**config.mk**
```make
export PLATFORM = sky130hd
export DESIGN_NAME = pong_match_ctrl
export DESIGN_NICKNAME = d
export VERILOG_FILES = /design/src/rtl/pong_match_ctrl.sv
export SDC_FILE = /design/constraint.sdc
export NUM_CORES = 1
export LEC_CHECK = 0
export ABC_CLOCK_PERIOD_IN_PS = 6100
export CORE_ASPECT_RATIO = 2
export CORE_MARGIN = 2
export CORE_UTILIZATION = 25
export CTS_BUF_LIST = sky130_fd_sc_hd__clkbuf_4
export DETAILED_ROUTE_END_ITERATION = 16
export PLACE_DENSITY_LB_ADDON = 0.12
export RECOVER_POWER = 50
export SYNTH_ARGS = -nofsm -noshare
export SYNTH_HDL_FRONTEND = slang
export SYNTH_SLANG_ARGS = --single-unit
```
**constraint.sdc**
```tcl
create_clock -name dclk -period 6.1 [get_ports dclk]
set_input_delay 1.22 -clock dclk [delete_from_list [all_inputs] [get_ports dclk]]
set_output_delay 1.22 -clock dclk [all_outputs]
set_load 0.02 [all_outputs]
```
**src/rtl/pong_match_ctrl.sv**
```systemverilog
// Pong match sequencer: owns scores, serve direction, speed level, pause and
// game-over, and turns the pixel clock into one-cycle ball step enables.
module pong_match_ctrl #(
  parameter int WIN_SCORE    = 9,
  parameter int LVL1_SCORE   = 3,
  parameter int LVL2_SCORE   = 6,
  parameter int DIV_L0       = 250000,
  parameter int DIV_L1       = 166666,
  parameter int DIV_L2       = 125000,
  parameter int SERVE_FRAMES = 60,
  parameter int POINT_FRAMES = 30
) (
  input  logic       dclk,
  input  logic       clr,
  input  logic       start,
  input  logic       pause,
  input  logic       frame_tick,
  input  logic       miss_left,
  input  logic       miss_right,
  output logic       ball_step,
  output logic       ball_reset,
  output logic       serve_dir,
  output logic [3:0] score_l,
  output logic [3:0] score_r,
  output logic [1:0] level,
  output logic       paused,
  output logic       game_over
);

  localparam int FRAME_MAX = (SERVE_FRAMES > POINT_FRAMES) ? SERVE_FRAMES : POINT_FRAMES;
  localparam int FW        = $clog2(FRAME_MAX + 1);

  typedef enum logic [2:0] {IDLE, SERVE, PLAY, POINT, GAME_OVER} state_t;

  state_t        state_reg, state_next;
  logic [3:0]    score_l_reg, score_l_next;
  logic [3:0]    score_r_reg, score_r_next;
  logic [1:0]    level_reg, level_next;
  logic          serve_dir_reg, serve_dir_next;
  logic          paused_reg, paused_next;
  logic [FW-1:0] frame_cnt_reg, frame_cnt_next;
  logic [19:0]   step_cnt_reg, step_cnt_next;
  logic [19:0]   step_last;
  logic          start_edge, pause_edge;
  logic          enter_serve, enter_point;
  logic [1:0]    btn_level, btn_edge;

  // Button edge detectors: bit 0 = start, bit 1 = pause.
  assign btn_level = {pause, start};

  generate
    for (genvar gi = 0; gi < 2; gi++) begin : g_btn
      logic q_reg;
      always_ff @(posedge dclk or negedge clr) begin
        if (!clr) q_reg <= 1'b0;
        else      q_reg <= btn_level[gi];
      end
      assign btn_edge[gi] = btn_level[gi] & ~q_reg;
    end
  endgenerate

  assign start_edge = btn_edge[0];
  assign pause_edge = btn_edge[1];

  function automatic logic [3:0] sat_inc(input logic [3:0] s);
    return (s >= 4'(WIN_SCORE)) ? 4'(WIN_SCORE) : s + 4'd1;
  endfunction

  function automatic logic [1:0] level_of(input logic [3:0] a, input logic [3:0] b);
    logic [3:0] m;
    m = (a > b) ? a : b;
    if (m < 4'(LVL1_SCORE)) return 2'd0;
    if (m < 4'(LVL2_SCORE)) return 2'd1;
    return 2'd2;
  endfunction

  // Level only moves at serve entry, so the divider period is fixed per rally.
  always_comb begin
    case (level_reg)
      2'd0:    step_last = 20'(DIV_L0 - 1);
      2'd1:    step_last = 20'(DIV_L1 - 1);
      default: step_last = 20'(DIV_L2 - 1);
    endcase
  end

  always_comb begin
    state_next     = state_reg;
    score_l_next   = score_l_reg;
    score_r_next   = score_r_reg;
    level_next     = level_reg;
    serve_dir_next = serve_dir_reg;
    paused_next    = paused_reg;
    frame_cnt_next = frame_cnt_reg;
    step_cnt_next  = step_cnt_reg;
    ball_step      = 1'b0;
    ball_reset     = 1'b0;
    enter_serve    = 1'b0;
    enter_point    = 1'b0;

    case (state_reg)
      IDLE, GAME_OVER: begin
        if (start_edge) begin
          score_l_next   = 4'd0;
          score_r_next   = 4'd0;
          serve_dir_next = 1'b1;
          enter_serve    = 1'b1;
        end
      end

      SERVE: begin
        if (pause_edge) paused_next = ~paused_reg;
        if (!paused_reg && frame_tick) begin
          if (frame_cnt_reg >= FW'(SERVE_FRAMES - 1)) begin
            state_next     = PLAY;
            frame_cnt_next = '0;
            step_cnt_next  = '0;
          end else begin
            frame_cnt_next = frame_cnt_reg + FW'(1);
          end
        end
      end

      PLAY: begin
        if (miss_left) begin
          score_r_next   = sat_inc(score_r_reg);
          serve_dir_next = 1'b0;
          enter_point    = 1'b1;
        end else if (miss_right) begin
          score_l_next   = sat_inc(score_l_reg);
          serve_dir_next = 1'b1;
          enter_point    = 1'b1;
        end else begin
          if (pause_edge) paused_next = ~paused_reg;
          if (!paused_reg) begin
            if (step_cnt_reg == step_last) begin
              ball_step     = 1'b1;
              step_cnt_next = '0;
            end else begin
              step_cnt_next = step_cnt_reg + 20'd1;
            end
          end
        end
      end

      POINT: begin
        if (frame_tick) begin
          if (frame_cnt_reg >= FW'(POINT_FRAMES - 1)) begin
            if (score_l_reg == 4'(WIN_SCORE) || score_r_reg == 4'(WIN_SCORE)) begin
              state_next     = GAME_OVER;
              frame_cnt_next = '0;
            end else begin
              enter_serve = 1'b1;
            end
          end else begin
            frame_cnt_next = frame_cnt_reg + FW'(1);
          end
        end
      end

      default: state_next = IDLE;
    endcase

    // A tick that did not cause the transition belongs to the new phase.
    if (enter_point) begin
      state_next     = POINT;
      paused_next    = 1'b0;
      step_cnt_next  = '0;
      frame_cnt_next = frame_tick ? FW'(1) : FW'(0);
    end

    if (enter_serve) begin
      state_next     = SERVE;
      ball_reset     = 1'b1;
      paused_next    = 1'b0;
      step_cnt_next  = '0;
      level_next     = level_of(score_l_next, score_r_next);
      frame_cnt_next = (frame_tick && state_reg != POINT) ? FW'(1) : FW'(0);
    end
  end

  always_ff @(posedge dclk or negedge clr) begin
    if (!clr) begin
      state_reg     <= IDLE;
      score_l_reg   <= 4'd0;
      score_r_reg   <= 4'd0;
      level_reg     <= 2'd0;
      serve_dir_reg <= 1'b1;
      paused_reg    <= 1'b0;
      frame_cnt_reg <= '0;
      step_cnt_reg  <= '0;
    end else begin
      state_reg     <= state_next;
      score_l_reg   <= score_l_next;
      score_r_reg   <= score_r_next;
      level_reg     <= level_next;
      serve_dir_reg <= serve_dir_next;
      paused_reg    <= paused_next;
      frame_cnt_reg <= frame_cnt_next;
      step_cnt_reg  <= step_cnt_next;
    end
  end

  assign serve_dir = serve_dir_reg;
  assign score_l   = score_l_reg;
  assign score_r   = score_r_reg;
  assign level     = level_reg;
  assign paused    = paused_reg;
  assign game_over = (state_reg == GAME_OVER);

endmodule

```
==> results_dict.tcl <==
set metrics [dict create \
    status "finished with violations" \
    violations "max-capacitance violations, max-slew violations" \
    start_kind "input port" \
    whs_ns 0.563 \
    synthAdderAreaFrac_pct 6.08 \
    finalNetCount 370 \
    clk_pin_slew_ns 0.13 \
    synth_top_family_by_area "simple AND/OR/NAND/NOR gates" \
    post-place-ws_ns 1.59 \
    rsz0062_at_grt "no" \
    hold_end "step_cnt_reg[10]" \
    grt_antenna_before_repair 1 \
    dp_hpwl_mm 6.67 \
    clock_sinks 43 \
    worstMarginPinSlew_ns 2.61 \
    cts-buffers-inserted 5 \
    final_cell_mix "42 x dfrtp_1, 29 x nand2_1, 29 x a21oi_1" \
    synthXorXnorAreaFrac_pct 0.304 \
    cts_setup_buffers 0 \
    dieArea_um2 12400 \
    grtUsageTotal_pct 14.7 \
    crit_fanout 9 \
    setup_tns_ns 0 \
    vdd_drop_max_mv 0.180 \
    skew_ns 0.00936 \
    synth_compound_area_share_pct 24.2 \
    first_pass_iters 4 \
    dpl_cell_area_um2 3210 \
    synth_seq_cells 43 \
    power_per_cell_area_nw_per_um2 286 \
    rows 55 \
    synthArstFlopShare_pct 100 \
    r2r_end "level[0]" \
    htree_levels 2 \
    muxShareOfSynthArea_pct 2.48 \
    clk_latency_ns 0.36 \
    slew_headroom_pct -74.0 \
    synth-seq-area-share_pct 37.4 \
    syn-cell-area_um2 2880 \
    portBuffers 21 \
    cts_tree "done" \
    worstSetupPathType "input port to output port" \
    rr_startpoint "state_reg[1]" \
    clockBufferDepth 2 \
    synthCells 333 \
    final_common_cell "dfrtp_1" \
    synth-simple-area-share_pct 24.2 \
    drv_cap 1 \
    worstHoldStart "step_cnt_reg[10]" \
    setup_ws_ns 1.50 \
    cts-root-buf "clkbuf_4" \
    synthToLayoutAreaGrowth_pct 13.6 \
    grt_pass1_wl_mm 14.0 \
    pin_count 22 \
    p_leak_nw 1.29 \
    num_vias 2648 \
    wl_per_cell_um 17.9 \
    cts_resized 0 \
    min_path_type "register to register" \
    synth_ff_type "dfrtp_1" \
    grt_start_max_net_pins 44 \
    hold_buffers 0 \
    grt-ovfl-total 0 \
    synth_cell_types 60 \
    die_w_um 79.9 \
    period_needed_ns 4.60 \
    stdcell_area_um2 3270 \
    hold_viol 0 \
    avgSynthCellArea_um2 8.65 \
    maxClockFrequency_mhz 217 \
    die_y_um 156 \
    ys_warn_count 0 \
    reg2reg_slack_ns 2.73 \
    total_power_w 0.000935 \
    grt_pass1_vias 2676 \
    fillCellCount 1243 \
    synth_edf_count 0 \
    min_path_cells 1 \
    start_util_pct 25.5 \
    syn_nets 354 \
    worst_ep_arrival_time_ns 3.38 \
    drc_errors 0 \
    drive_gt1_share_pct 5.71 \
    largest_reg_flops 20 \
    crit_start "start" \
    setup_viol 0 \
    worstPathRequired_ns 4.88 \
    reg2reg_depth 9 \
    gp_congestion 0.794 \
    wirelength_mm 8.80 \
    drt-initial-drc-count 159 \
    core_um2 11300 \
    final_antenna_net_count 0 \
    critPathCaptureType "output port" \
    slew_viol_final 44 \
    period_share_pct 75.4 \
    avgViaCountPerCell 5.37 \
]
-- worst max-delay path, cell delays in order --
cell             delay (ns)
dlygate4sd3_1          0.56
or4b_1                 0.64
o21a_1                 0.23
inv_2                  0.11
clkdlybuf4s50_1        0.61
-- Yosys cell counts, types with 2 or more instances --
library cell | instances | area (µm²)
nor4bb_1 | 2 | 20.0
buf_1 | 2 | 7.51
o211ai_1 | 3 | 22.5
a211o_1 | 4 | 35.0
nand4_1 | 7 | 43.8
and3_1 | 4 | 25.0
mux2i_1 | 6 | 60.1
nor2b_1 | 4 | 25.0
a31oi_1 | 4 | 25.0
dfrtp_1 | 42 | 1050
a32oi_1 | 2 | 17.5
a21o_1 | 2 | 15.0
and4_1 | 2 | 17.5
nor2_1 | 15 | 56.3
nand2_1 | 29 | 109
a21oi_1 | 29 | 145
o21a_1 | 5 | 37.5
a211oi_1 | 5 | 37.5
nor4b_1 | 2 | 17.5
nand2b_1 | 11 | 68.8
nand3b_1 | 6 | 45.0
ha_1 | 14 | 175
a41oi_1 | 2 | 17.5
o21ai_0 | 24 | 120
nand3_1 | 20 | 100
clkbuf_1 | 6 | 22.5
or3_1 | 3 | 18.8
o31ai_1 | 4 | 30.0
and2_1 | 7 | 43.8
o22ai_1 | 5 | 31.3
nor3_1 | 7 | 35.0
buf_2 | 6 | 30.0
a22o_1 | 2 | 17.5
inv_1 | 21 | 78.8
-- logic make-up after synthesis --
group	after synthesis
adders and majority gates	14
muxes	7
xor gates and xnor gates	1
AOI/OAI and AO/OA	104
buffers and inverters	37
and+or+nand+nor	127
DFF	43
-- power by group --
| part | switching [W] | internal, W |
|---|---|---|
| Sequential | 0.0000807 | 0.000326 |
| Clock | 0.0000984 | 0.0000540 |
| Combinational | 0.000211 | 0.000165 |
-- cell type report --
type | instances | area (µm²) | area share (%)
inverters | 22 | 82.6 | 2.52
flip-flops and latches | 43 | 1080 | 32.9
diodes | 1 | 2.50 | 0.0765
clock buffers | 7 | 52.6 | 1.61
repair buffers | 24 | 224 | 6.85
well taps | 142 | 178 | 5.43
clock inverters | 1 | 5.00 | 0.153
multi-input cells | 253 | 1650 | 50.4
-- per-stage QoR --
stage	utilization [%]	instances
finish	29.0	493
global route	29.0	493
CTS	29.0	492
detailed placement	28.5	484
global placement	28.5	484
floorplan	-	333
-- per-layer routing --
metal,part of all wire (%),global-route usage (%),vias up,wire length (µm)
li1,-,-,1270,-
met1,35,13.9,1303,3080
met2,59,29.6,54,5220
met3,1.9,1.68,21,163
met4,3.9,7.02,0,340
met5,0,0,-,0
-- how the worst max path moves through the flow --
| stage | cells after the start | endpoint | slack, ns |
|---|---|---|---|
| after floorplan | 4 | ball_reset | 2.83 |
| final | 5 | ball_reset | 1.50 |
| after global routing | 5 | ball_reset | 1.44 |
| after global placement | 5 | ball_reset | 1.61 |
| after CTS | 5 | ball_reset | 1.58 |
| after detailed placement | 5 | ball_reset | 1.59 |
Power figures use the tool's default switching activity.
